$ cat src/rtl/minute_hour_counter_pkg.sv
// Shared limits and BCD helpers for the minute/hour timekeeping block.
package minute_hour_counter_pkg;

  localparam int DIGIT_W  = 4;
  localparam int MAX_MIN  = 59;
  localparam int MAX_HOUR = 23;
  localparam int NOON     = 12;

  typedef logic [DIGIT_W-1:0] digit_t;

  function automatic logic [6:0] bcd_value(input digit_t tens, input digit_t ones);
    return 7'(tens) * 7'd10 + 7'(ones);
  endfunction

  // Advance a two-digit BCD count by one, wrapping to 00 after max_val.
  function automatic logic [2*DIGIT_W-1:0] bcd_inc(input digit_t tens, input digit_t ones,
                                                   input int max_val);
    if (bcd_value(tens, ones) == 7'(max_val))
      return '0;
    else if (ones == digit_t'(9))
      return {tens + digit_t'(1), digit_t'(0)};
    else
      return {tens, ones + digit_t'(1)};
  endfunction

  function automatic logic [2*DIGIT_W-1:0] to_bcd(input logic [6:0] v);
    return {digit_t'(v / 7'd10), digit_t'(v % 7'd10)};
  endfunction

endpackage

$ cat src/rtl/minute_hour_counter_rise_detect.sv
// Rising-edge detector: flags the cycle where the input is high and was low last cycle.
module rise_detect (
  input  logic clk,
  input  logic rst,
  input  logic level,
  output logic rise
);

  logic prev;

  always_ff @(posedge clk or posedge rst) begin
    if (rst) prev <= 1'b0;
    else     prev <= level;
  end

  assign rise = level & ~prev;

endmodule

$ cat src/rtl/minute_hour_counter.sv
// BCD minute/hour timekeeper with set mode, midnight day-carry pulse and 12h/24h display.
module minute_hour_counter
  import minute_hour_counter_pkg::*;
#(
  parameter int RESET_HOUR = 0,
  parameter int RESET_MIN  = 0
) (
  input  logic       clk,
  input  logic       rst,
  input  logic       change_minute,
  input  logic       set_mode,
  input  logic       inc_min,
  input  logic       inc_hour,
  input  logic       mode_12h,
  output logic [3:0] right_min,
  output logic [3:0] left_min,
  output logic [3:0] right_hour,
  output logic [3:0] left_hour,
  output logic       pm,
  output logic       change_day
);

  localparam digit_t RST_MIN_TENS  = digit_t'(RESET_MIN / 10);
  localparam digit_t RST_MIN_ONES  = digit_t'(RESET_MIN % 10);
  localparam digit_t RST_HOUR_TENS = digit_t'(RESET_HOUR / 10);
  localparam digit_t RST_HOUR_ONES = digit_t'(RESET_HOUR % 10);

  digit_t     min_tens, min_ones, hour_tens, hour_ones;
  digit_t     min_tens_nx, min_ones_nx, hour_tens_nx, hour_ones_nx;
  logic       cm_evt, im_evt, ih_evt;
  logic       tick, min_at_max, hour_at_max, adv_min, adv_hour, day_roll;
  logic [6:0] hour_bin, disp_bin;

  rise_detect u_cm (.clk(clk), .rst(rst), .level(change_minute), .rise(cm_evt));
  rise_detect u_im (.clk(clk), .rst(rst), .level(inc_min),       .rise(im_evt));
  rise_detect u_ih (.clk(clk), .rst(rst), .level(inc_hour),      .rise(ih_evt));

  // Timekeeping ticks are dropped in set mode; button events only count in set mode.
  assign tick        = cm_evt & ~set_mode;
  assign min_at_max  = bcd_value(min_tens, min_ones) == 7'(MAX_MIN);
  assign hour_at_max = bcd_value(hour_tens, hour_ones) == 7'(MAX_HOUR);
  assign adv_min     = tick | (set_mode & im_evt);
  assign adv_hour    = (tick & min_at_max) | (set_mode & ih_evt);
  assign day_roll    = tick & min_at_max & hour_at_max;

  always_comb begin
    {min_tens_nx, min_ones_nx}   = {min_tens, min_ones};
    {hour_tens_nx, hour_ones_nx} = {hour_tens, hour_ones};
    if (adv_min)  {min_tens_nx, min_ones_nx}   = bcd_inc(min_tens, min_ones, MAX_MIN);
    if (adv_hour) {hour_tens_nx, hour_ones_nx} = bcd_inc(hour_tens, hour_ones, MAX_HOUR);
  end

  always_ff @(posedge clk or posedge rst) begin
    if (rst) begin
      min_tens   <= RST_MIN_TENS;
      min_ones   <= RST_MIN_ONES;
      hour_tens  <= RST_HOUR_TENS;
      hour_ones  <= RST_HOUR_ONES;
      change_day <= 1'b0;
    end else begin
      min_tens   <= min_tens_nx;
      min_ones   <= min_ones_nx;
      hour_tens  <= hour_tens_nx;
      hour_ones  <= hour_ones_nx;
      change_day <= day_roll;
    end
  end

  // Display path is purely combinational so mode_12h never touches the stored time.
  assign hour_bin = bcd_value(hour_tens, hour_ones);

  always_comb begin
    disp_bin = hour_bin;
    if (mode_12h) begin
      if (hour_bin == 7'd0)             disp_bin = 7'(NOON);
      else if (hour_bin > 7'(NOON))     disp_bin = hour_bin - 7'(NOON);
    end
  end

  assign {left_hour, right_hour} = to_bcd(disp_bin);
  assign left_min  = min_tens;
  assign right_min = min_ones;
  assign pm        = hour_bin >= 7'(NOON);

endmodule

$ cat config.mk
export PLATFORM = sky130hd
export DESIGN_NAME = minute_hour_counter
export DESIGN_NICKNAME = d
export VERILOG_FILES = /design/src/rtl/minute_hour_counter_pkg.sv /design/src/rtl/minute_hour_counter_rise_detect.sv /design/src/rtl/minute_hour_counter.sv
export SDC_FILE = /design/constraint.sdc
export NUM_CORES = 1
export LEC_CHECK = 0
export BUFFER_PORTS_ARGS = -buffer_cell sky130_fd_sc_hd__buf_4
export CAP_MARGIN = 20
export CELL_PAD_IN_SITES_DETAIL_PLACEMENT = 0
export CELL_PAD_IN_SITES_GLOBAL_PLACEMENT = 2
export CORE_AREA = 2 2 91 93
export CTS_CLUSTER_SIZE = 8
export DETAILED_ROUTE_END_ITERATION = 8
export DIE_AREA = 0 0 93 95
export MAX_ROUTING_LAYER = met4
export PLACE_DENSITY_LB_ADDON = 0.3
export SETUP_SLACK_MARGIN = 0.02
export SYNTH_ARGS = -nofsm -noshare
export SYNTH_HDL_FRONTEND = slang
export SYNTH_SLANG_ARGS = --single-unit
$ cat constraint.sdc
create_clock -name clk -period 5.1 [get_ports clk]
set_clock_uncertainty 0.05 [all_clocks]
set_input_delay 0.51 -clock clk [delete_from_list [all_inputs] [get_ports clk]]
set_output_delay 0.51 -clock clk [all_outputs]
set_load 0.01 [all_outputs]
==> results.py <==
metrics = {
    "layout": {
        "area_delta_synth_final_pct": 25.88,
        "fill_cells": 854,
        "fin_area_um2": 2879,
        "n_antenna_cell": 0,
        "final_nets": 342,
        "final_util_pct": 36.32,
        "layout_common_cells": "42 x buf_4, 26 x o21ai_0, 24 x nor2_1, 19 x inv_1",
        "layout-drive-gt1-share_pct": 28.57,
        "final_cells": 413,
        "final_common_cell": "buf_4",
    },
    "worst_setup_path": {
        "cp_data_required_time_ps": 4540,
        "path_cells": "ha_1 -> ha_1 -> inv_1 -> fa_2 -> or4b_1 -> a21oi_1 -> a311o_1 -> or3_1 -> o311ai_2 -> buf_4 -> and3_1 -> a32oi_2 -> o311ai_4 -> inv_1 -> ha_4 -> o21ai_0 -> a211oi_2 -> buf_4",
        "path_max_fanout": 9,
        "worst_ep_arrival_time_ps": 4270,
        "path_class": "reg -> out",
        "crit_buf_inv": 4,
        "crit_slowest_cell": "fa_2",
        "cp-end-kind": "output port",
        "cpPeakStageDelay_ps": 600,
        "crit_path_start_kind": "flop",
        "rrSetupSlack_ps": 1680,
        "path_delay_family": "adder cells",
    },
    "clocking": {
        "cts_tree": "done",
        "ctsLongestPathBuffers": 2,
        "clock-sinks": 20,
        "clk_pin_slew_ps": 70,
        "htree_levels": 1,
        "cts_hold_buf": 0,
        "cts_buffers": 3,
        "clk_latency_ps": 250,
        "cts_root_buffer": "clkbuf_8",
    },
    "detailed_routing": {
        "wire_per_inst_um": 13.79,
        "vias": 2140,
        "viasPerCell": 5.182,
        "drtIter0Drc": 48,
        "drc": 0,
        "ant_nets": 0,
        "drt_wl_total_um": 5696,
        "drtPass1Iterations": 4,
    },
    "floorplanning": {
        "die_area_um2": 8835,
        "rows": 33,
        "start_util_pct": 28.85,
        "ios": 25,
        "core_area_um2": 7928,
        "die_x_um": 93,
        "fp.dieH_um": 95,
    },
    "flow_run": {
        "cap_viol_max_count": 0,
    },
    "global_route": {
        "grtUsageTotal_pct": 13.68,
        "grt_pass1_vias": 2008,
        "grt_max_degree": 21,
        "grt_overflow": 0,
        "antenna_found_initial": 0,
        "grt_pass1_wl_um": 9742,
    },
    "timing": {
        "fmax_mhz": 206.9,
        "worst_slew_pin_slew_ps": 758.4,
        "slew_viol_final": 0,
        "fin_crit_ps": 4833,
        "fin_crit_sh_pct": 94.76,
        "setup_viol": 0,
        "slew_headroom_pct": 49.38,
        "finalHoldViolations": 0,
        "fin_setup_tns_ps": 0,
    },
    "synth": {
        "synth_edf_count": 0,
        "yosysSeqAreaShare_pct": 21.88,
        "synth_fp_nets": 303,
        "postSynthAreaPerCell_um2": 8.471,
        "synth-seq-cells": 20,
        "ys_warn_count": 0,
        "synthesis.instances": 270,
        "synth.distinct_cells": 74,
        "synthFlopType": "dfrtp_1",
        "async_flop_share_pct": 100.0,
        "synthesis.area_um2": 2287,
    },
    "placement": {
        "place_congestion": 0.7755,
        "dp.cells": 396,
        "dp_hpwl_um": 4240,
        "place_area_um2": 2585,
        "io_buffers": 24,
    },
    "status": {
        "status": "completed",
    },
    "hold_path": {
        "hold_path_class": "in -> reg",
    },
}
[final timing paths]
path,cells past startpoint,to,start
max in group asynchronous,2,hour_ones[1],rst
min,1,u_cm.prev,change_minute
max reg2reg,12,hour_tens[1],left_min[0]
max,18,right_hour[1],hour_tens[3]
min reg2reg,1,left_min[3],left_min[3]
min in group asynchronous,2,u_cm.prev,rst
[kinds of logic (layout without fill, tap and decap cells)]
family	after synthesis	in the layout	synth area share, %
flip-flops	20	20	21.88
AO/OA/AOI/OAI	86	86	28.99
buffers and inverters	31	69	6.181
multiplexers	3	3	1.586
AND/OR/NAND/NOR	96	96	22.05
adder cells (fa/ha/maj)	27	27	15.97
XOR/XNOR	7	7	3.337
[routing by layer]
metal,share of wire (%),routed length [µm],GRT usage [%]
met5,0,0,-
met4,1.0,57,2.574
met3,2.8,159,1.117
met2,48,2725,22.52
met1,48,2753,18.66
[sequential cells by signal (all words and copies together) (netlist names)]
signal / cells
u_cm.prev: 1
change_day: 1
right_min: 4
u_ih.prev: 1
hour_ones: 4
u_im.prev: 1
hour_tens: 4
left_min: 4
[what timing repair did]
| action | 4_1_cts | 5_1_grt |
|---|---|---|
| pin swaps | 0 | 5 |
| resized for setup | 3 | 21 |
| hold endpoints to repair | 0 | 0 |
| endpoints found under the setup margin | 3 | 4 |
| buffers inserted | 2 | 11 |
[stage by stage]
| step | hold WS (ps) | worst slack [ps] |
|---|---|---|
| global placement | 487.6 | 280.9 |
| detailed placement | 491.7 | 188.3 |
| global route | 299.9 | -0.1248 |
| floorplan | 423.8 | 199.7 |
| CTS | 305.8 | 24.05 |
| finish | 312.7 | 267.3 |
[cell type report]
class,instances,area [µm²],area share [%]
Tap cell,105,131.4,4.563
Sequential cell,20,503.0,17.47
Multi-Input combinational cell,219,1772,61.54
Clock buffer,4,55.05,1.912
Timing Repair Buffer,43,335.3,11.65
Inverter,22,82.58,2.868
[synthesized netlist by cell type (all sizes together) (4+ instances only)]
| cell | number | share of area, % |
|---|---|---|
| o21ai | 30 | 6.6 |
| nor2 | 26 | 4.4 |
| ha | 22 | 12 |
| inv | 21 | 3.4 |
| dfrtp | 20 | 22 |
| nand2 | 19 | 3.4 |
| a21oi | 10 | 2.4 |
| nand3 | 10 | 2.2 |
| nor3 | 7 | 1.5 |
| o31ai | 7 | 2.9 |
| and3 | 5 | 1.4 |
| buf | 5 | 1.9 |
| nand4 | 5 | 1.4 |
| xnor2 | 5 | 2.2 |
| a21o | 4 | 1.4 |
| and2 | 4 | 1.1 |
| clkbuf | 4 | 0.71 |
| fa | 4 | 3.5 |
| nand2b | 4 | 1.1 |
Power is not shown: default switching activity piles up to over one toggle a cycle in this logic, so the estimate is an artifact.
